**config.mk**
```make
export PLATFORM = sky130hd
export DESIGN_NAME = seg7_scan_decoder
export DESIGN_NICKNAME = d
export VERILOG_FILES = /design/src/rtl/seg7_scan_decoder.sv
export SDC_FILE = /design/constraint.sdc
export NUM_CORES = 1
export LEC_CHECK = 0
export BUFFER_PORTS_ARGS = -buffer_cell sky130_fd_sc_hd__buf_2
export CAP_MARGIN = 10
export CORE_MARGIN = 4
export CORE_UTILIZATION = 40
export CTS_CLUSTER_DIAMETER = 80
export DETAILED_ROUTE_END_ITERATION = 6
export PLACE_DENSITY = 0.71
export SLEW_MARGIN = 40
export SYNTH_ARGS = -nofsm -noshare
export SYNTH_HDL_FRONTEND = slang
export SYNTH_SLANG_ARGS = --single-unit
```
**constraint.sdc**
```tcl
create_clock -name CLK -period 2 [get_ports CLK]
set_clock_uncertainty 0.05 [all_clocks]
set_input_delay 0.1 -clock CLK [delete_from_list [all_inputs] [get_ports CLK]]
set_output_delay 0.1 -clock CLK [all_outputs]
set_load 0.01 [all_outputs]
```
**src/rtl/seg7_scan_decoder.sv**
```systemverilog
// Receive-side decoder for a multiplexed 4-digit 7-segment bus: synchronizes the pins,
// captures each digit once it has been stable, and assembles complete 16-bit frames.
module seg7_scan_decoder #(
  parameter int STABLE_CYCLES  = 2,
  parameter int TIMEOUT_CYCLES = 65536
) (
  input  logic        CLK,
  input  logic        RST_N,
  input  logic [7:0]  seg_n,
  input  logic [3:0]  dig_en,
  output logic [15:0] value,
  output logic [3:0]  dots,
  output logic        frame_valid,
  output logic [3:0]  err_digits,
  output logic        stale
);

  localparam int             IW        = (TIMEOUT_CYCLES > 2) ? $clog2(TIMEOUT_CYCLES) : 1;
  localparam logic [IW-1:0]  IDLE_LAST = IW'(TIMEOUT_CYCLES - 1);
  localparam logic [3:0]     RUN_SAT   = 4'(STABLE_CYCLES);
  localparam logic [11:0]    W_BLANK   = 12'h0FF;

  // Word layout is {dig_en, seg_n}; w_q is the second synchronizer stage.
  logic [11:0] sync1_q, w_q;
  logic [3:0]  run_q, run_d;
  logic        w_change;
  logic [3:0]  cap_dig;
  logic [7:0]  cap_seg;
  logic        dig_onehot;
  logic        capture;
  logic [4:0]  dec;

  logic [15:0] slot_nib_q, slot_nib_d;
  logic [3:0]  slot_dot_q, slot_dot_d;
  logic [3:0]  slot_err_q, slot_err_d;
  logic [3:0]  slot_we;
  logic [3:0]  seen_q, seen_d;
  logic [IW-1:0] idle_q, idle_d;
  logic        load;

  logic [15:0] value_q, value_d;
  logic [3:0]  dots_q, dots_d;
  logic [3:0]  err_q, err_d;
  logic        fv_q;
  logic        stale_q, stale_d;

  function automatic logic [4:0] decode_seg(input logic [6:0] p);
    logic [4:0] r;
    case (p)
      7'h40:   r = {1'b0, 4'h0};
      7'h79:   r = {1'b0, 4'h1};
      7'h24:   r = {1'b0, 4'h2};
      7'h30:   r = {1'b0, 4'h3};
      7'h19:   r = {1'b0, 4'h4};
      7'h12:   r = {1'b0, 4'h5};
      7'h02:   r = {1'b0, 4'h6};
      7'h78:   r = {1'b0, 4'h7};
      7'h00:   r = {1'b0, 4'h8};
      7'h10:   r = {1'b0, 4'h9};
      7'h08:   r = {1'b0, 4'hA};
      7'h03:   r = {1'b0, 4'hB};
      7'h46:   r = {1'b0, 4'hC};
      7'h21:   r = {1'b0, 4'hD};
      7'h06:   r = {1'b0, 4'hE};
      7'h0E:   r = {1'b0, 4'hF};
      default: r = {1'b1, 4'h0};
    endcase
    return r;
  endfunction

  always_ff @(posedge CLK or negedge RST_N) begin
    if (!RST_N) begin
      sync1_q <= W_BLANK;
      w_q     <= W_BLANK;
      run_q   <= 4'd1;
    end else begin
      sync1_q <= {dig_en, seg_n};
      w_q     <= sync1_q;
      run_q   <= run_d;
    end
  end

  // sync1_q is the word w will hold after this edge, so capture acts on it directly.
  assign w_change   = (sync1_q != w_q);
  assign cap_dig    = sync1_q[11:8];
  assign cap_seg    = sync1_q[7:0];
  assign dig_onehot = (cap_dig != 4'd0) && ((cap_dig & (cap_dig - 4'd1)) == 4'd0);

  always_comb begin
    run_d = run_q;
    if (w_change) begin
      run_d = 4'd1;
    end else if (run_q != RUN_SAT) begin
      run_d = run_q + 4'd1;
    end
  end

  assign capture = (run_d == RUN_SAT) && (w_change || (run_q != RUN_SAT)) && dig_onehot;
  assign dec     = decode_seg(cap_seg[6:0]);

  generate
    for (genvar gi = 0; gi < 4; gi++) begin : g_slot
      assign slot_we[gi] = capture & cap_dig[gi];
      assign slot_nib_d[gi*4 +: 4] = slot_we[gi] ? dec[3:0]   : slot_nib_q[gi*4 +: 4];
      assign slot_dot_d[gi]        = slot_we[gi] ? ~cap_seg[7] : slot_dot_q[gi];
      assign slot_err_d[gi]        = slot_we[gi] ? dec[4]     : slot_err_q[gi];
    end
  endgenerate

  assign load = (seen_q == 4'hF);

  always_comb begin
    seen_d  = seen_q;
    stale_d = stale_q;
    idle_d  = idle_q;
    value_d = value_q;
    dots_d  = dots_q;
    err_d   = err_q;
    if (load) begin
      value_d = slot_nib_q;
      dots_d  = slot_dot_q;
      err_d   = slot_err_q;
      seen_d  = 4'd0;
      stale_d = 1'b0;
    end
    // A capture on the load edge lands in the freshly cleared frame and beats a timeout.
    if (capture) begin
      seen_d = seen_d | cap_dig;
      idle_d = '0;
    end else if (idle_q == IDLE_LAST) begin
      seen_d  = 4'd0;
      stale_d = 1'b1;
      idle_d  = '0;
    end else begin
      idle_d = idle_q + IW'(1);
    end
  end

  always_ff @(posedge CLK or negedge RST_N) begin
    if (!RST_N) begin
      slot_nib_q <= 16'd0;
      slot_dot_q <= 4'd0;
      slot_err_q <= 4'd0;
      seen_q     <= 4'd0;
      idle_q     <= '0;
      value_q    <= 16'd0;
      dots_q     <= 4'd0;
      err_q      <= 4'd0;
      fv_q       <= 1'b0;
      stale_q    <= 1'b1;
    end else begin
      slot_nib_q <= slot_nib_d;
      slot_dot_q <= slot_dot_d;
      slot_err_q <= slot_err_d;
      seen_q     <= seen_d;
      idle_q     <= idle_d;
      value_q    <= value_d;
      dots_q     <= dots_d;
      err_q      <= err_d;
      fv_q       <= load;
      stale_q    <= stale_d;
    end
  end

  assign value       = value_q;
  assign dots        = dots_q;
  assign err_digits  = err_q;
  assign frame_valid = fv_q;
  assign stale       = stale_q;

endmodule

```
=== Yosys cells after proc, flatten, opt, wreduce, memory -nomap -nowiden ===
Index checks and enable logic that the tools add are counted.

* Register bits after elaboration: 98
* Word-level logic and storage cells: 70

* Add/sub/neg operators: 3
* Equal/unequal tests: 20
* Mux-type cells: 11
* Bitwise logic cells: 7
* Reduce and logical (&&, ||, !) cells: 7

{| class="wikitable"
|+ Operators with widths
! cell !! number
|-
| $pmux W5 S16 || 1
|-
| $mux W16 || 2
|-
| $eq A7 B7 Y1 const B || 4
|-
| $eq A7 B5 Y1 const B || 3
|-
| $eq A7 B6 Y1 const B || 3
|-
| $mux W4 || 5
|-
| $add A16 B1 Y16 const B || 1
|-
| $eq A16 B16 Y1 const B || 1
|-
| $eq A7 B2 Y1 const B || 2
|-
| $eq A7 B4 Y1 const B || 2
|-
| $ne A12 B12 Y1 || 1
|-
| $eq A7 B3 Y1 const B || 1
|-
| $logic_not A7 Y1 || 1
|-
| $add A4 B1 Y4 const B || 1
|-
| $and A1 B1 Y1 || 4
|-
| $and A4 B4 Y4 || 1
|-
| $eq A4 B2 Y1 const B || 1
|-
| $eq A4 B4 Y1 const B || 1
|-
| $logic_not A4 Y1 || 1
|-
| $ne A4 B2 Y1 const B || 1
|-
| $or A4 B4 Y4 || 1
|-
| $reduce_bool A4 Y1 || 1
|-
| $sub A4 B1 Y4 const B || 1
|-
| $logic_and A1 B1 Y1 || 3
|-
| other kinds (3) || 5
|}

=== Depth between registers and ports, before layout ===
* Depth after elaboration: 7
* Depth in mapped cells: 8
* Gate-level depth less buffers: 7

=== Worst setup path before layout ===
Ideal clock, no wire load.

* Path type: register -> register
* Start point: reg run_q[0]
* End point: reg slot_err_q[0]
* Library setup time: 128 ps
* Arrival: 2008 ps
* Required time: 1822 ps
* Slack: -185 ps
* Cell stages (with the launch flop): 8
* Path buffers: 0
* Clock period less this slack: 2185 ps
* Cells stage by stage: dfstp_2 -> inv_1 -> ha_1 -> nor4_1 -> nor3_1 -> nor3_4 -> nand4b_2 -> mux2_1

* Word-level cells in the longest chain between the ends: 7
* Elaborated cells on any way between the ends: 9
* Classes of those cells: add/sub (1); eq/ne (2); mux (2); bitwise (1); reduce/logical (3)

{| class="wikitable"
|+ RTL lines
! item !! RTL line !! RTL
|-
| from (decl) || 25 || <nowiki>logic [3:0] run_q, run_d;</nowiki>
|-
| from (signal assigned) || 79 || <nowiki>run_q <= run_d;</nowiki>
|-
| $add A4 B1 Y4 / $ne A4 B2 Y1 (equally long branches) || 94, 93, 98 ||
|-
| $mux W4 || 93 || <nowiki>end else if (run_q != RUN_SAT) begin</nowiki>
|-
| $mux W4 || 91 || <nowiki>if (w_change) begin</nowiki>
|-
| $eq A4 B2 Y1 || 98 || <nowiki>assign capture = (run_d == RUN_SAT) && (w_change || (run_q != RUN_SAT)) && dig_onehot;</nowiki>
|-
| $logic_and A1 B1 Y1 (*) (2 in a row) || 98 ||
|-
| $and A1 B1 Y1 (*) || 103 || <nowiki>assign slot_we[gi] = capture & cap_dig[gi];</nowiki>
|-
| to (signal assigned) || 154 || <nowiki>slot_err_q <= slot_err_d;</nowiki>
|-
| to (decl) || 35 || <nowiki>logic [3:0] slot_err_q, slot_err_d;</nowiki>
|}

Every way passes the cells marked *; elsewhere a longest branch is shown, timed or not.
A chain may end at the register's enable or synchronous reset.

=== Worst setup path after layout ===
Same ends and word-level chain as after synthesis.

==> results.md <==
- Core Util, Final: 51.4%
- WL final: 8.33 mm
- Crit path DAT: 2.35 ns
- Clock root buffer: clkbuf_8
- Via count: 2929
- Final hold vios: 0
- Outcome: finished, violations left
- Max-cap viol count: 0
- DR DRC count: 0
- CTS Sinks: 98
- Fin. max-slew vios: 0
- Top-count cell post-synth: dfrtp_1
- Leakage: 2.64 nW
- Maximum ir drop on the vdd rail: 0.598 mV
- Slowest-stage cell, CP: dfstp_2
- Synth Warn #: 0
- Synth top area share: 47.2%
- Area leader, netlist: dfrtp_1
- Reg clk slew, reported paths: 0.10 ns
- Delay-heaviest family, CP: simple AND/OR/NAND/NOR gates
- Post-route setup slack: -0.140 ns
- EDFF count, synth: 0
- Core footprint: 10300 um2
- Pwr dens: 699 nW/um2
- Clk buf depth: 2
- Required @ worst endpoint: 2.21 ns
- Port Buffer Count: 39
- Crit path cell chain: ha_4, nor4bb_4, nor3_2, nor3_4, buf_12, nand4b_4, mux2_4
- Seq cells post-synth: 98
- Die footprint: 12300 um2
- IO Pins: 40
- Slew Limit Headroom: 57.7%
- Ys flop type: dfrtp_1
- Critical path capture point type: flop
- Syn avg cell area: 11.4 um2
- Nets: 474
- Max FO, Critical Path: 6
- Vias/cell: 4.90
- Final period utilization: 107%
- Wirelength per Cell: 13.9 um
- Critical path launch point type: flop
- Cells after synthesis: 371
- H-tree depth: 3
- Cell variety after synth: 45
- Initial antenna violation count: 0
- ANT cells: 0
- Num CTS Buffers: 9
- Vias in the first global route: 2989
- Pin count of the biggest net entering global routing: 46
- Die H: 111 um
- Failing checks: setup timing
- Fraction of registers with async set/reset: 100%
- Fillers: 891
- 1st-iter DRT viols: 139
- Area growth from synthesis to layout: 25.2%
- Slew @ Worst Pin: 0.630 ns
- Initial Util: 41.0%
- ANT nets after route: 0
- DIE WIDTH: 111 um
- Syn nets: 388
- Finish-stage setup viols: 41
- DR WL met2: 4.06 mm
- Synth top cells by count: dfrtp_1 (80), nand2_1 (77), dfstp_2 (18)
- RSZ-0062 raised after global routing: true
- Buffer and inverter count on the worst path: 1
- Cell Rows: 37
- Global-route usage over all layers: 14.4%
- Overflow after GRT: 0
- WL met3: 296 um
- Seq/Total Area, Yosys: 58.4%
- Hold Crit Class: primary input to asynchronous set/reset pin
- Critical path class: flop to flop
- Clk Latency, worst-skew pair: 0.36 ns
- Synth area leaders: dfrtp_1 (47%), dfstp_2 (11%), nand2_1 (6.8%)
- Worst stage delay on the critical path: 0.58 ns
- DR top layer: met4
- Placed instance count: 567
- Final cell count without fillers: 598
- CTS tree: yes
- GPL Wtd Cong: 0.829
- First-pass GRT wire length: 14.7 mm
- Setup WS pre-CTS: -0.183 ns
- Final min period: 2.14 ns
- DR pass1 iterations: 4
- Cell Area, Synth: 4240 um2
- Wl on met1: 3.84 mm
- Hpwl dp: 5.94 mm
- FMAX: 467 MHz
- Share of layout cells above drive strength 1: 34.8%
[area by class of cell]
cell class	instances	area [um2]	share of cell area, %
inverter	8	30.0	0.566
clock buffer	9	124	2.33
tap	136	170	3.21
multi-input combinational	250	1760	33.2
clock inverter	7	68.8	1.30
sequential	98	2480	46.7
timing repair buffer	90	676	12.7
[routing by layer]
layer  up-vias  global-route usage [%]
met4         0                    4.84
met1      1428                    19.7
met3        12                    2.89
met5         -                       0
li1       1424                       -
met2        65                    23.1
[state kept, by name, indices dropped and copies added (netlist names), 12 cells and up]
register,count
idle_q,16
slot_nib_q,16
sync1_q,12
value,16
w_q,12
[power by group]
group          switching, mW  total [mW]  internal, mW
clock network          0.746        1.24         0.489
registers             0.0848        2.16          2.07
logic                  0.164       0.317         0.154
total                  0.995        3.71          2.71
[worst paths after layout]
| kind | from | end | slack [ns] | cells after the start |
|---|---|---|---|---|
| worst max-delay path | run_q[0] | slot_err_q[0] | -0.14 | 7 |
| worst min-delay path | RST_N | idle_q[8] | 0.23 | 2 |
| worst max register to register | run_q[0] | slot_err_q[0] | -0.14 | 7 |
| worst min register to register | sync1_q[4] | w_q[4] | 0.35 | 0 |
| max in group asynchronous | RST_N | w_q[7] | 1.02 | 3 |
| min in group CLK | dig_en[2] | sync1_q[10] | 0.32 | 2 |
[stage by stage]
step	setup TNS (ns)	instance area, um2	total power, mW	hold WS (ns)
detailed placement	-5.20	4960	2.49	0.0803
CTS	-4.90	5280	3.75	0.232
global placement	-2.10	4960	2.47	0.0739
finish	-4.44	5310	3.71	0.226
floorplan	-2.78	4360	2.35	-0.246
global route	-7.83	5310	3.88	0.253
[repair_timing]
| action | in CTS | in global routing |
|---|---|---|
| resized for setup | 0 | 3 |
| hold endpoints to repair | 40 | 0 |
| setup endpoints to repair | 41 | 45 |
| buffers inserted | 0 | 2 |
| pin swaps | 2 | 1 |
| hold buffers | 13 | 0 |
[logic make-up (layout without fill, tap and decap cells)]
logic type                 after synthesis  in the layout  share of synthesized area [%]
adders and majority gates                3              3                          0.886
buffers and inverters                   23            114                           3.01
DFF                                     98             98                           58.4
AOI/OAI and AO/OA                       30             30                           4.55
xor gates and xnor gates                30             30                           6.55
muxes                                   24             24                           6.26
and+or+nand+nor                        163            163                           20.3
[layout by cell type (no fill, tap or decap), types with 12 or more instances in the layout]
master,n
mux2_2,12
dfstp_2,18
xnor2_1,17
buf_2,38
o21ai_0,13
nor2_1,14
dlygate4sd3_1,13
nand2_1,77
buf_4,34
dfrtp_1,79
Power figures use the tool's default switching activity.
